--- src/rtl/mem_access_ctrl.sv ---
// Data-memory access controller for the MEM stage: sequences loads, word stores and
// byte/half read-modify-write stores against a single-port-style word RAM.
module mem_access_ctrl #(
    parameter int unsigned ADDR_W = 17
) (
    input  logic              clk,
    input  logic              rst,
    input  logic              req_i,
    input  logic              we_i,
    input  logic [1:0]        size_i,
    input  logic              sign_i,
    input  logic [31:0]       addr_i,
    input  logic [31:0]       wdata_i,
    output logic [31:0]       rdata_o,
    output logic              done_o,
    output logic              stall_o,
    output logic              misalign_o,
    output logic              ram_ce_o,
    output logic              ram_we_o,
    output logic              ram_re_o,
    output logic [ADDR_W-1:0] ram_waddr_o,
    output logic [ADDR_W-1:0] ram_raddr_o,
    output logic [31:0]       ram_wdata_o,
    input  logic [31:0]       ram_rdata_i
);

    typedef enum logic [2:0] {StIdle, StLoad, StRmwRd, StWrite, StResp} state_e;

    state_e            state_q, state_d;
    logic              we_q;
    logic [1:0]        size_q;
    logic              sign_q;
    logic [ADDR_W+1:0] addr_q;
    logic [31:0]       wdata_q;
    logic [31:0]       old_q;
    logic [31:0]       rdata_q;
    logic              mis_q;

    logic              mis_in;
    logic              accept;
    logic [31:0]       rd_shift;
    logic [31:0]       load_ext;
    logic [31:0]       merged;

    // Address bits above the RAM index are discarded, so accesses wrap.
    logic unused_addr;
    assign unused_addr = ^addr_i[31:ADDR_W+2];

    assign accept = (state_q == StIdle) && req_i;
    assign mis_in = ((size_i == 2'b01) && addr_i[0]) || (size_i[1] && (addr_i[1:0] != 2'b00));

    // Next-state sequencing.
    always_comb begin
        state_d = state_q;
        unique case (state_q)
            StIdle: begin
                if (req_i) begin
                    if (mis_in)         state_d = StResp;
                    else if (!we_i)     state_d = StLoad;
                    else if (size_i[1]) state_d = StWrite;
                    else                state_d = StRmwRd;
                end
            end
            StLoad:  state_d = StResp;
            StRmwRd: state_d = StWrite;
            StWrite: state_d = StResp;
            StResp:  state_d = StIdle;
            default: state_d = StIdle;
        endcase
    end

    // State register plus latched request, RMW old word and load result.
    always_ff @(posedge clk or posedge rst) begin
        if (rst) begin
            state_q <= StIdle;
            we_q    <= 1'b0;
            size_q  <= 2'b00;
            sign_q  <= 1'b0;
            addr_q  <= '0;
            wdata_q <= '0;
            old_q   <= '0;
            rdata_q <= '0;
            mis_q   <= 1'b0;
        end else begin
            state_q <= state_d;
            if (accept) begin
                we_q    <= we_i;
                size_q  <= size_i;
                sign_q  <= sign_i;
                addr_q  <= addr_i[ADDR_W+1:0];
                wdata_q <= wdata_i;
                mis_q   <= mis_in;
                if (mis_in) rdata_q <= '0;
            end
            if (state_q == StLoad)  rdata_q <= load_ext;
            if (state_q == StRmwRd) old_q   <= ram_rdata_i;
        end
    end

    // Load lane extraction; a half is 2-byte aligned so the same byte shift serves both.
    always_comb begin
        rd_shift = ram_rdata_i >> {addr_q[1:0], 3'b000};
        load_ext = ram_rdata_i;
        unique case (size_q)
            2'b00:   load_ext = {{24{sign_q & rd_shift[7]}}, rd_shift[7:0]};
            2'b01:   load_ext = {{16{sign_q & rd_shift[15]}}, rd_shift[15:0]};
            default: load_ext = ram_rdata_i;
        endcase
    end

    // Old word with only the addressed lanes replaced by store data.
    always_comb begin
        merged = old_q;
        if (size_q == 2'b00) merged[{addr_q[1:0], 3'b000} +: 8] = wdata_q[7:0];
        else                 merged[{addr_q[1], 4'b0000} +: 16] = wdata_q[15:0];
    end

    // RAM strobes and handshake outputs decoded from state and latched request.
    always_comb begin
        ram_ce_o    = 1'b0;
        ram_we_o    = 1'b0;
        ram_re_o    = 1'b0;
        ram_wdata_o = '0;
        done_o      = 1'b0;
        misalign_o  = 1'b0;
        unique case (state_q)
            StLoad, StRmwRd: begin
                ram_ce_o = 1'b1;
                ram_re_o = 1'b1;
            end
            StWrite: begin
                ram_ce_o    = 1'b1;
                ram_we_o    = 1'b1;
                ram_wdata_o = (size_q[1] || !we_q) ? wdata_q : merged;
            end
            StResp: begin
                done_o     = 1'b1;
                misalign_o = mis_q;
            end
            default: ;
        endcase
    end

    assign ram_waddr_o = (state_q != StIdle) ? addr_q[ADDR_W+1:2] : '0;
    assign ram_raddr_o = (state_q != StIdle) ? addr_q[ADDR_W+1:2] : '0;
    assign rdata_o     = rdata_q;
    assign stall_o     = accept || (state_q == StLoad) || (state_q == StRmwRd) ||
                         (state_q == StWrite);

endmodule

--- config.mk ---
export PLATFORM = sky130hd
export DESIGN_NAME = mem_access_ctrl
export DESIGN_NICKNAME = d
export VERILOG_FILES = /design/src/rtl/mem_access_ctrl.sv
export SDC_FILE = /design/constraint.sdc
export NUM_CORES = 1
export LEC_CHECK = 0
export ABC_AREA = 1
export CORE_ASPECT_RATIO = 0.8
export CORE_MARGIN = 2
export CORE_UTILIZATION = 43
export DETAILED_ROUTE_END_ITERATION = 6
export PLACE_DENSITY = 0.74
export SYNTH_ARGS = -nofsm -noshare
export SYNTH_HDL_FRONTEND = slang
export SYNTH_SLANG_ARGS = --single-unit
--- constraint.sdc ---
create_clock -name clk -period 4 [get_ports clk]
set_clock_uncertainty 0.05 [all_clocks]
set_input_delay 0.8 -clock clk [delete_from_list [all_inputs] [get_ports clk]]
set_output_delay 0.8 -clock clk [all_outputs]
set_load 0.03 [all_outputs]
==> After elaboration in Yosys (flattened, before gate mapping) <==
Cells that the tools add are included.
{ "op_classes": {"add_sub_neg": 2, "n_eq_ne": 7, "n_shift": 5, "muxes": 20, "n_bitwise": 2, "n_reduce_logical": 19} }
{ "op_table": {"columns": ["op", "count"], "rows": [
  ["2-to-1 mux 32 bit", 6],
  ["bitwise mux 32 bit", 2],
  ["case mux 32 bit (2 select lines)", 1],
  ["variable shift 16 x 7 -> 32 bit, first input constant", 1],
  ["variable shift 8 x 7 -> 32 bit, first input constant", 1],
  ["variable part select 16 x 7 -> 32 bit", 1],
  ["variable part select 8 x 7 -> 32 bit", 1],
  ["right shift 32 x 5 -> 16 bit", 1],
  ["2-to-1 mux 17 bit", 1],
  ["negator 5 -> 7 bit", 2],
  ["case mux 3 bit (3 select lines)", 1],
  ["equality test 3 x 2 -> 1 bit, second input constant", 2],
  ["2-to-1 mux 1 bit", 6],
  ["2-to-1 mux 3 bit", 2],
  ["nonzero test 2 bit", 3],
  ["logical OR 1 bit", 5],
  ["equality test 2 x 1 -> 1 bit, second input constant", 2],
  ["OR reduction 2 bit", 2],
  ["equality test 3 x 1 -> 1 bit, second input constant", 1],
  ["equality test 3 bit, second input constant", 1],
  ["logical AND 1 bit", 3],
  ["zero test 3 bit", 1],
  ["nonzero test 3 bit", 1],
  ["OR reduction 3 bit", 1],
  ["other kinds (6)", 7]
]} }
{ "totals": {"reg_bits": 123, "input_bits": 103, "output_inout_bits": 104, "wordCells": 64} }

==> Depth between registers and ports, before layout <==
{ "depth": {"ltp_word": 6, "depth_mapped": 9, "mapped_depth_nobuf": 8} }

==> Worst setup path before layout <==
Ideal clock, no wire load.
{ "synth_path": {"kind": "register -> output", "start": "register addr_q[1]", "end": "output ram_wdata_o[13]", "arrival_time_ps": 2169, "t_required_ps": 3150, "setup_slack_ps": 981, "stages_incl_launch_ff": 10, "path_buffers": 2, "path_cell_list": "dfrtp_1 -> inv_2 -> buf_1 -> ha_1 -> inv_1 -> clkbuf_1 -> nand3_1 -> o21ai_0 -> o21ai_1 -> a21oi_1"} }
{ "synth_between": {"elab_chain_len": 6, "word_cells_on_any_way": 11, "cone_classes": "2 x add/sub; 4 x shift; 5 x mux"} }
{ "synth_rtl": {"columns": ["item", "line", "text"], "rows": [
  ["start: declaration", "33", "logic [ADDR_W+1:0] addr_q;"],
  ["start signal: assignment", "90", "addr_q <= addr_i[ADDR_W+1:0];"],
  ["negator 5 -> 7 bit (on tied branches)", "115, 114", null],
  ["variable part select 16 x 7 -> 32 bit (tied with other cells)", "115", "else merged[{addr_q[1], 4'b0000} +: 16] = wdata_q[15:0];"],
  ["bitwise mux 32 bit (on tied branches)", "115, 114", null],
  ["2-to-1 mux 32 bit *", "114", "if (size_q == 2'b00) merged[{addr_q[1:0], 3'b000} +: 8] = wdata_q[7:0];"],
  ["2-to-1 mux 32 bit *", "134", "ram_wdata_o = (size_q[1] || !we_q) ? wdata_q : merged;"],
  ["2-to-1 mux 32 bit *", "126", "unique case (state_q)"],
  ["end: declaration", "23", "output logic [31:0] ram_wdata_o,"]
]} }
Every way passes the cells marked *; elsewhere a longest branch is shown, timed or not.

==> Worst setup path in the final report <==
{ "layout_path": {"start": "register addr_q[0]", "end": "output ram_wdata_o[26]"} }
{ "layout_between": {"elab_chain_len": 6, "word_cells_on_any_way": 7, "cone_classes": "1 x add/sub; 2 x shift; 4 x mux"} }
{ "layout_rtl": {"columns": ["item", "line"], "rows": [
  ["negator 5 -> 7 bit *", "114"],
  ["variable part select 8 x 7 -> 32 bit or variable shift 8 x 7 -> 32 bit (tied branches)", "114"],
  ["bitwise mux 32 bit *", "114"],
  ["2-to-1 mux 32 bit *", "114"],
  ["2-to-1 mux 32 bit *", "134"],
  ["2-to-1 mux 32 bit *", "126"]
]} }
Marks and branches as above.

==> run summary <==
Synth Warn # - 0
die area - 16700 µm²
RSZ-0062 raised after global routing - no
status - finished, final reports clean
Post-Synthesis Cells - 954
WL final - 21300 µm
FF-to-FF setup slack - 1.80 ns
met1 GRT Util - 36.8%
port bufs - 193
Post-CTS Setup Inserts - 0
Post-synth EDFFs - 0
Hold Worst Slack - 0.414 ns
Tmin final - 3.78 ns
Syn Nets - 1062
endpoints failing setup - 0
Resized Gates After CTS - 0
Layout Area Growth over Synthesis - 39.2%
H-tree depth - 4
RePlAce Congestion - 0.923
Worst EP arrival - 2.93 ns
Yosys cell types - 28
hold bufs inserted after CTS - 0
RR Startpoint - state_q[0]
Initial Utilization - 44.5%
HP Class - reg2reg
sequential-to-total area share from yosys stat - 45.6%
CP endpoint - ram_wdata_o[26]
ant diodes - 0
Iteration-0 DRC Markers - 724
Critical Path End Type - primary output
leading area contributor after synthesis - dfrtp_1
vias - 6902
CP max FO - 20
Internal - 4.26 mW
fmax - 264 MHz
Peak VDD IR - 618 µV
DP Worst Slack - 0.685 ns
Final Net Count - 1227
worst path required time - 3.15 ns
Sink Count - 123
dpl cell area - 8800 µm²
max-slew violation count - 0
met2 usage - 40.0%
DRC errors left - 0
post-route setup slack - 0.219 ns
Synth Register Bits - 123
Reg2Reg Depth - 6
Die H - 116 µm
post-synth top area share - 45.6%
First-pass DRT Iterations - 7
Final Hold Viols - 0
Overall Global Routing Usage - 26.5%
first-pass GRT wire length - 33800 µm
M3 GR Usage - 8.76%
clock slew at reported path FFs - 0.06 ns
Worst Tran Pin Value - 0.934 ns
Synth Area per Inst - 7.07 µm²
Core Util, Final - 62.0%
layout cells sized above 1 - 6.19%
CTS root buf - clkbuf_16
clock power share - 19.8%
Tot Pwr - 7.99 mW
num ports - 207
most frequent cells in the layout - nand2_1, clkdlybuf4s50_1, dfrtp_1
part of the power in registers - 27.8%
drt via density - 5.15
CP Class - reg2out
pin count of the biggest net entering global routing - 86
GRT overflow - 0
setup tns final - 0 ns
Mapped Area - 6750 µm²
startpoint type of the worst setup path - flop
max-cap violations - 0
R2R Path End - wdata_q[13]
CP Launch Point - addr_q[0]
die width - 144 µm
Top FF cell, synth - dfrtp_1
LEAKAGE - 4.53 nW
Core Area - 15200 µm²
Post-synth ARST share - 100%
commonest non-fill, non-tap cell in the layout - nand2_1
Switching Fraction - 46.7%
wire length per cell - 15.9 µm
fin crit share - 94.5%
antenna-violating nets left - 0
antenna violations before repair - 0
Power Dens Cells - 851 nW/µm²
Core Rows - 40
CTS buffer count - 17
vias in the first global route - 6429
GR peak layer - met2
Detail Placement HPWL - 15300 µm
Slew HR - 37.6%
Comb pwr share - 52.5%
worst skew pair latency - 0.42 ns
non-filler instance count after layout - 1341
CTS tree - yes
clock tree buffer depth - 2
fillers - 1375
Finished Cell Area - 9400 µm²
Placed Instances - 1310
top cells by area, synth - dfrtp_1, nand2_1, o21ai_0
P_sw - 3.73 mW
power groups by stage:
| stage | registers [mW] | logic [mW] | clock network, mW |
|---|---|---|---|
| 2_1_floorplan | 2.30 | 2.74 | 0 |
| 3_3_place_gp | 2.21 | 4.12 | 0 |
| 3_5_place_dp | 2.22 | 4.16 | 0 |
| 4_1_cts | 2.21 | 4.18 | 1.59 |
| 5_1_grt | 2.27 | 4.64 | 1.66 |
| 6_report | 2.22 | 4.19 | 1.58 |
worst min-delay path by stage:
stage / start / end / slack, ns / depth (start not counted)
detailed placement: wdata_q[16] / wdata_q[16] / 0.40 / 2
global route: wdata_q[16] / wdata_q[16] / 0.43 / 2
CTS: wdata_q[16] / wdata_q[16] / 0.42 / 2
finish: wdata_q[23] / wdata_q[23] / 0.41 / 2
global placement: wdata_q[19] / wdata_q[19] / 0.40 / 2
floorplan: wdata_q[16] / wdata_q[16] / 0.39 / 2
sequential cells by signal (all words and copies together) (netlist names):
name / cells
mis_q: 1
rdata_o: 32
addr_q: 19
size_q: 2
state_q: 3
sign_q: 1
wdata_q: 32
old_q: 32
we_q: 1
critical path, stage by stage (launching register included):
cell             delay [ns]
dfrtp_1                0.40
inv_2                  0.29
ha_1                   0.33
inv_1                  0.08
nand2_1                0.20
o21ai_0                0.27
nand2_1                0.10
a21oi_1                0.14
clkdlybuf4s50_1        0.69
final cells by class:
type	instances	area, µm²	share of cell area [%]
flip-flops and latches	123	3080	32.8
multi-input cells	689	3030	32.3
repair buffers	208	2120	22.5
clock buffers	20	457	4.86
inverters	80	304	3.24
well taps	210	263	2.80
clock inverters	11	144	1.53
kinds of logic after synthesis:
family                   count (synthesis)  share of synthesized area (%)
AO/OA/AOI/OAI                          223                           16.9
adder cells (fa/ha/maj)                  5                          0.927
AND/OR/NAND/NOR                        461                           27.1
flip-flops                             123                           45.6
buffers and inverters                  142                           9.47
cells in the mapped netlist, types with 2 or more instances:
master    number
o31ai_1        4
o21ai_1       14
buf_2         19
nand2_1      340
buf_6          2
inv_1         73
dfrtp_1      123
buf_1          4
o21ai_0      109
inv_2          6
o22ai_1        6
nor2_4         2
nand3_1       30
ha_1           5
clkbuf_1      19
a21oi_1       88
nor2_1        79
buf_4         18
nor3_1         2
nand2_2        3
routing by layer:
| metal | vias up | share of wire (%) |
|---|---|---|
| met3 | 32 | 11 |
| met1 | 3164 | 43 |
| met4 | 0 | 1.5 |
| li1 | 3354 | - |
| met5 | - | 0 |
| met2 | 352 | 44 |
Power figures use the tool's default switching activity.
